**src/rtl/acc_drain_unit.sv**
```systemverilog
// acc_drain_unit
// Accumulates signed partial-sum beats into a saturating accumulator, then
// drains one scaled, saturated activation per vector through a valid/ready
// output handshake. Two-state FSM: ACC (taking beats) and EMIT (presenting).
module acc_drain_unit #(
  parameter int DATA_W = 16,
  parameter int ACC_W  = 32
) (
  input  logic              clk,
  input  logic              rst,
  input  logic              in_valid,
  output logic              in_ready,
  input  logic [DATA_W-1:0] in_data,
  input  logic              in_last,
  input  logic [3:0]        frac_shift,
  output logic              out_valid,
  input  logic              out_ready,
  output logic [DATA_W-1:0] out_act,
  output logic              out_en,
  output logic              sat_flag
);

  typedef enum logic {
    ST_ACC  = 1'b0,
    ST_EMIT = 1'b1
  } state_e;

  localparam logic signed [ACC_W-1:0] ACC_MAX  = {1'b0, {(ACC_W-1){1'b1}}};
  localparam logic signed [ACC_W-1:0] ACC_MIN  = {1'b1, {(ACC_W-1){1'b0}}};
  localparam logic [DATA_W-1:0]       DATA_MAX = {1'b0, {(DATA_W-1){1'b1}}};
  localparam logic [DATA_W-1:0]       DATA_MIN = {1'b1, {(DATA_W-1){1'b0}}};

  state_e                   state_q;
  logic signed [ACC_W-1:0]  acc_q, acc_d;
  logic [3:0]               shift_q, shift_d;
  logic                     first_q;
  logic [DATA_W-1:0]        act_q, act_d;
  logic                     sat_q, sat_d;

  logic                     accept;
  logic [ACC_W:0]           beat_ext;
  logic [ACC_W:0]           sum_w;
  logic                     add_ovf;
  logic signed [ACC_W-1:0]  shifted;
  logic [ACC_W-DATA_W:0]    upper;
  logic                     out_fit;

  // Ready only in ACC and never while reset is held, so no beat can be
  // claimed as accepted during reset.
  assign in_ready  = (state_q == ST_ACC) && !rst;
  assign accept    = in_valid && in_ready;
  assign out_valid = (state_q == ST_EMIT);
  assign out_en    = out_valid;
  assign out_act   = act_q;
  assign sat_flag  = sat_q;

  // Next accumulator value, latched shift, and the scaled/saturated result
  // that would be captured if this beat closes the vector.
  always_comb begin
    // NOTE: every always_comb output gets a value on every path (here by
    // straight-line assignment) so no latch is inferred.
    beat_ext = {{(ACC_W+1-DATA_W){in_data[DATA_W-1]}}, in_data};
    sum_w    = {acc_q[ACC_W-1], acc_q} + beat_ext;
    add_ovf  = sum_w[ACC_W] ^ sum_w[ACC_W-1];
    if (add_ovf) begin
      acc_d = sum_w[ACC_W] ? ACC_MIN : ACC_MAX;
    end else begin
      acc_d = sum_w[ACC_W-1:0];
    end
    // The first beat of a vector supplies the shift, including a one-beat
    // vector whose result is computed in the same cycle.
    shift_d = first_q ? frac_shift : shift_q;
    shifted = acc_d >>> shift_d;
    upper   = shifted[ACC_W-1:DATA_W-1];
    out_fit = (&upper) | (~|upper);
    if (out_fit) begin
      act_d = shifted[DATA_W-1:0];
    end else begin
      act_d = shifted[ACC_W-1] ? DATA_MIN : DATA_MAX;
    end
    sat_d = sat_q | add_ovf | (in_last & ~out_fit);
  end

  // FSM plus all datapath registers; outputs are taken straight from state.
  always_ff @(posedge clk or posedge rst) begin
    // NOTE: every register here is a small control/datapath flop (no memory
    // arrays), so all of them are cleared by the asynchronous reset.
    if (rst) begin
      state_q <= ST_ACC;
      acc_q   <= '0;
      shift_q <= '0;
      first_q <= 1'b1;
      act_q   <= '0;
      sat_q   <= 1'b0;
    end else begin
      // NOTE: non-blocking assignments so every register samples the
      // pre-edge values regardless of statement order.
      case (state_q)
        ST_ACC: begin
          if (accept) begin
            acc_q   <= acc_d;
            shift_q <= shift_d;
            first_q <= in_last;
            sat_q   <= sat_d;
            if (in_last) begin
              act_q   <= act_d;
              state_q <= ST_EMIT;
            end
          end
        end
        ST_EMIT: begin
          if (out_ready) begin
            acc_q   <= '0;
            sat_q   <= 1'b0;
            state_q <= ST_ACC;
          end
        end
        default: state_q <= ST_ACC;
      endcase
    end
  end

endmodule

```
**config.mk**
```make
export PLATFORM = sky130hd
export DESIGN_NAME = acc_drain_unit
export DESIGN_NICKNAME = d
export VERILOG_FILES = /design/src/rtl/acc_drain_unit.sv
export SDC_FILE = /design/constraint.sdc
export NUM_CORES = 1
export LEC_CHECK = 0
export ABC_CLOCK_PERIOD_IN_PS = 7500
export BUFFER_PORTS_ARGS = -buffer_cell sky130_fd_sc_hd__buf_4
export CORE_UTILIZATION = 65
export DETAILED_ROUTE_END_ITERATION = 16
export GPL_TIMING_DRIVEN = 0
export PLACE_DENSITY = 0.84
export SETUP_SLACK_MARGIN = 0.2
export SYNTH_ARGS = -nofsm -noshare
export SYNTH_HDL_FRONTEND = slang
export SYNTH_SLANG_ARGS = --single-unit
```
**constraint.sdc**
```tcl
create_clock -name clk -period 7.5 [get_ports clk]
set_clock_uncertainty 0.05 [all_clocks]
set_input_delay 1.5 -clock clk [delete_from_list [all_inputs] [get_ports clk]]
set_output_delay 1.5 -clock clk [all_outputs]
set_load 0.02 [all_outputs]
```
======== Yosys cells after proc, flatten, opt, wreduce, memory -nomap -nowiden ========
Cells that the tools add are included.
word-level totals
  flip-flop bits (word level) ............. 55
  input bits .............................. 25
  output and inout bits ................... 20
  word-level logic and storage cells ...... 41
cells by class
  add/subtract/negate cells ............... 1
  equality and inequality tests ........... 2
  shift operators ......................... 1
  multiplexer cells ....................... 15
  bitwise gates (word level) .............. 7
  reductions and logical operators ........ 9
operator list
  cell                                  number
  two-way mux 32 bit                    4
  case mux 32 bit (2 select lines)      1
  adder 32 x 16 -> 33 bit               1
  two-way mux 16 bit                    2
  >>> shifter 32 x 4 -> 32 bit          1
  AND reduction 17 bit                  1
  OR reduction 17 bit                   1
  two-way mux 1 bit                     5
  two-way mux 4 bit                     1
  != test 2 bit, second input constant  2
  case mux 1 bit (2 select lines)       2
  AND reduction 2 bit                   2
  OR 1 bit                              3
  AND reduction 3 bit                   1
  logical AND 1 bit                     2
  logical NOT 1 bit                     2
  inverter 1 bit                        2
  AND 1 bit                             1
  XOR 1 bit                             1

======== Depth between registers and ports, before layout ========
  depth after elaboration ................. 12
  depth in mapped cells ................... 21
  mapped depth without buffers ............ 17

======== Least setup slack after synthesis ========
Ideal clock, no wire load.
  kind .................................... input -> register
  start ................................... input port in_data[0]
  end ..................................... register act_q[2] (netlist: out_act[2])
  arrival time ............................ 5.430 ns
  required time ........................... 7.325 ns
  setup slack ............................. 1.895 ns
  cell stages on the path ................. 19
  path through ............................ ha_1 -> inv_1 -> fa_1 -> nand2b_1 -> a21o_1 -> a211o_1 -> a21oi_2 -> o21a_1 -> buf_2 -> nor3_1 -> a222oi_1 -> nand2_1 -> a211oi_2 -> a32oi_1 -> or4_4 -> o32ai_4 -> buf_6 -> mux2i_1 -> mux2_2
on the way
  longest elaborated chain between the ends .. 8
  elaborated cells between the ends (all ways) .. 11
  those cells by class .................... 1 x add/sub; 1 x shift; 4 x mux; 2 x bitwise; 3 x reduce/logical
RTL lines
  what                                                    line    RTL
  start: declaration                                      13      input logic [DATA_W-1:0] in_data,
  adder 32 x 16 -> 33 bit (*)                             63      sum_w = {acc_q[ACC_W-1], acc_q} + beat_ext;
  two-way mux 32 bit / XOR 1 bit (equally long branches)  66, 64
  two-way mux 32 bit (*)                                  65      if (add_ovf) begin
  >>> shifter 32 x 4 -> 32 bit (*)                        73      shifted = acc_d >>> shift_d;
  OR reduction 17 bit                                     75      out_fit = (&upper) | (~|upper);
  logical NOT 1 bit                                       75
  OR 1 bit                                                75
  two-way mux 16 bit (*)                                  76      if (out_fit) begin
  end signal: assignment                                  106     act_q <= act_d;
  end: declaration                                        37      logic [DATA_W-1:0] act_q, act_d;
Every way passes the cells marked *; elsewhere a longest branch is shown, timed or not.
A chain may end at the register's enable or synchronous reset.

======== Worst setup path in the final report ========
  start ................................... input port in_data[15]
  end ..................................... register act_q[2] (netlist: out_act[2])
Same word-level chain as after synthesis.

==> reports/metrics.csv <==
metric,value,unit
hpwlAfterDp,22.52,mm
ys_warn_count,0,
hold_path.class,register to register,
switching_power,2.782,mW
clock_sinks,55,
clk_pin_slew_worst_paths,80,ps
io_buffers,44,
finalInstanceArea,8329,um2
path_delay_family,compound AO/OA/AOI/OAI gates,
cts_setup_buffers,0,
ys_seq_elements,55,
wl_per_cell,22.71,um
wirelength,29.14,mm
ios,45,
r2r_slack,1990,ps
antenna_cells,0,
ctsResizeCount,0,
crit_path_cell_trace,buf_4 -> ha_1 -> buf_2 -> a21oi_1 -> o21ai_1 -> a21oi_1 -> a21oi_2 -> o21a_1 -> buf_2 -> o21ai_2 -> nand2_1 -> o2111a_1 -> o32ai_1 -> a32oi_1 -> or4_4 -> o32ai_4 -> buf_6 -> mux2i_1 -> mux2_2,
intPower,1.835,mW
period_needed,6430,ps
final_nets,1197,
synth.area.top_cells,"dfrtp_1 (18%), a21oi_1 (8.3%), nand2_1 (5.8%)",
initialDrtViolationCount,1756,
rsz0062_at_grt,false,
p_clk_share,5.7,%
root_buffer,clkbuf_16,
arrival,6580,ps
die_x,110.4,um
mostFrequentLayoutCell,a21oi_1,
first_pass_iters,6,
swShare,60.26,%
min_to,out_act[15],
yosys.area.top_type,dfrtp_1,
async_flop_share,100.0,%
peakVddDrop,0.3411,mV
place_area,8170,um2
drc,0,
core_region_area,11420,um2
whs_path_depth,2,
gr-usage-all-layers,45.98,%
syn-cell-area,7641,um2
worstMarginPinSlew,999.3,ps
cp-start-kind,primary input,
overflow,0,
drv_slew,0,
comb_power_share,82.9,%
syn_avg_cell_area,7.030,um2
timing.hold.ws,454.3,ps
hold_viol,0,
start_util,66.92,%
max-cap-violations,0,
powerDensity,554.4,nW/um2
syn_inst,1087,
worstHoldStart,out_act[15],
critPathMaxFanout,17,
clkLatencyLatePin,320,ps
cts_hold_buf,0,
syn_nets,1145,
grt_pass1_wl,44.90,mm
outcome,"finished, final reports clean",
drt-met1-wl,11.42,mm
detail-route-antenna-nets,0,
synth.yosys.seq_area_share,18.03,%
synth-edff-count,0,
numCtsBuffers,5,
fin_crit_sh,85.73,%
crit_buf_inv,4,
pwr-share-seq,11.3,%
synth_flop_cell,dfrtp_1,
multi_input_area,5813,um2
tritoncts,built,
reg2regPathDepth,20,
synthToLayoutAreaGrowth,9.006,%
vias,9684,
worstReg2RegEnd,out_act[2],
routed-wl-met2,12.31,mm
fillCellCount,956,
yosysUniqueCellTypes,90,
p_leak,3.341,nW
slew_headroom,31.47,%
antenna_found_initial,0,
die_h,110.4,um
h-tree-depth,2,
fin_util,72.95,%
tns,0,ps
end_kind,register,
rows,39,
grt_max_degree,34,
first_global_vias,8600,
dr_wl_met3,3.669,mm
slowest_stage,or4_4,
dieArea,12190,um2
p_total,4.617,mW
fmax,0.1555,GHz
seq_area,1378,um2
clock_path_buffers,2,
critical_path_class,primary input to register,
synth_top_area_share,17.68,%
detail_route.vias_per_cell,7.548,
slowest_delay,540,ps
layout_common_cells,"a21oi_1 (126), nand2_1 (118), nor2_1 (97)",
timing.rr.start,acc_q[0],
worstPathRequired,7650,ps
layout-drive-gt1-share,10.70,%
final-setup-viol-count,0,
routed.top_layer,met4,
place.gp.congestion,1.062,
registers in the layout (all words and copies together) (netlist names):
name      cells
first_q       1
acc_q        32
out_en        1
shift_q       4
sat_flag      1
out_act      16
through the flow:
stage,std cells,worst slack (ps)
2_1_floorplan,1087,1895
3_3_place_gp,1274,968.8
3_5_place_dp,1275,915.1
4_1_cts,1283,1252
5_1_grt,1283,892.6
6_report,1283,1070
power by group through the flow:
stage | combinational, mW | sequential [mW] | clock, mW
final | 3.83 | 0.524 | 0.265
after global routing | 4.06 | 0.528 | 0.269
after CTS | 3.63 | 0.518 | 0.258
after detailed placement | 3.61 | 0.524 | 0
after global placement | 3.58 | 0.520 | 0
after floorplan | 2.60 | 0.545 | 0
how the worst max path moves through the flow:
stage                 from         end  slack [ps]  cells after the start
6_report       in_data[15]  out_act[2]        1070                     19
5_1_grt        in_data[15]  out_act[2]         890                     19
4_1_cts         in_data[0]  out_act[2]        1250                     21
3_5_place_dp    in_data[0]  out_act[2]         920                     21
3_3_place_gp    in_data[0]  out_act[2]         970                     21
2_1_floorplan   in_data[0]  out_act[2]        1900                     19
tightest hold or removal path, cell delays in order, from the launching register on:
cell     delay, ps
dfrtp_1        350
nand2_1         40
o21ai_0         70
Yosys cell counts (5+ instances only):
cell and n:
buf_2 18, nand3_1 66, buf_4 7, mux2_2 12, o21ai_0 73, nand4_1 24, a22oi_1 7, a221oi_1 7
xor2_1 7, o2111ai_1 6, ha_1 32, o31ai_1 9, inv_1 12, nand2b_1 6, a211oi_1 22, dfrtp_1 54
nor4_1 6, a21boi_0 7, and4_1 6, a32oi_1 5, nor2_1 97, and3_1 10, o22ai_1 8, clkbuf_1 59
o211ai_1 27, o21a_1 14, xnor2_1 11, or3_1 5, a21oi_1 126, nor3_1 31, a211o_1 10, o21ai_1 20
a21o_1 19, buf_1 7, mux2i_1 17, nand2_1 118, a31oi_1 20, and2_1 15
layer usage:
| metal | vias up | global-route usage, % |
|---|---|---|
| met5 | - | 0 |
| met4 | 0 | 23.73 |
| met3 | 164 | 11.58 |
| met2 | 816 | 68.41 |
| met1 | 4428 | 61.47 |
| li1 | 4276 | - |
cell type report:
type                            instances  area share (%)
Sequential cell                        55           16.54
Inverter                               13          0.5858
Tap cell                              143           2.148
Clock inverter                          3          0.4056
Buffer                                 92           4.822
Multi-Input combinational cell        927           69.79
Timing Repair Buffer                   45           4.206
Clock buffer                            5           1.502
kinds of logic (layout without fill, tap and decap cells):
family                   Yosys count  in the layout  synth area share (%)
AO/OA/AOI/OAI                    446            446                 39.38
AND/OR/NAND/NOR                  401            401                 25.14
buffers and inverters            105            158                 5.895
flip-flops                        55             55                 18.03
adder cells (fa/ha/maj)           33             33                 5.502
multiplexers                      29             29                 3.995
XOR/XNOR                          18             18                 2.063
(Power assumes the default switching activity.)
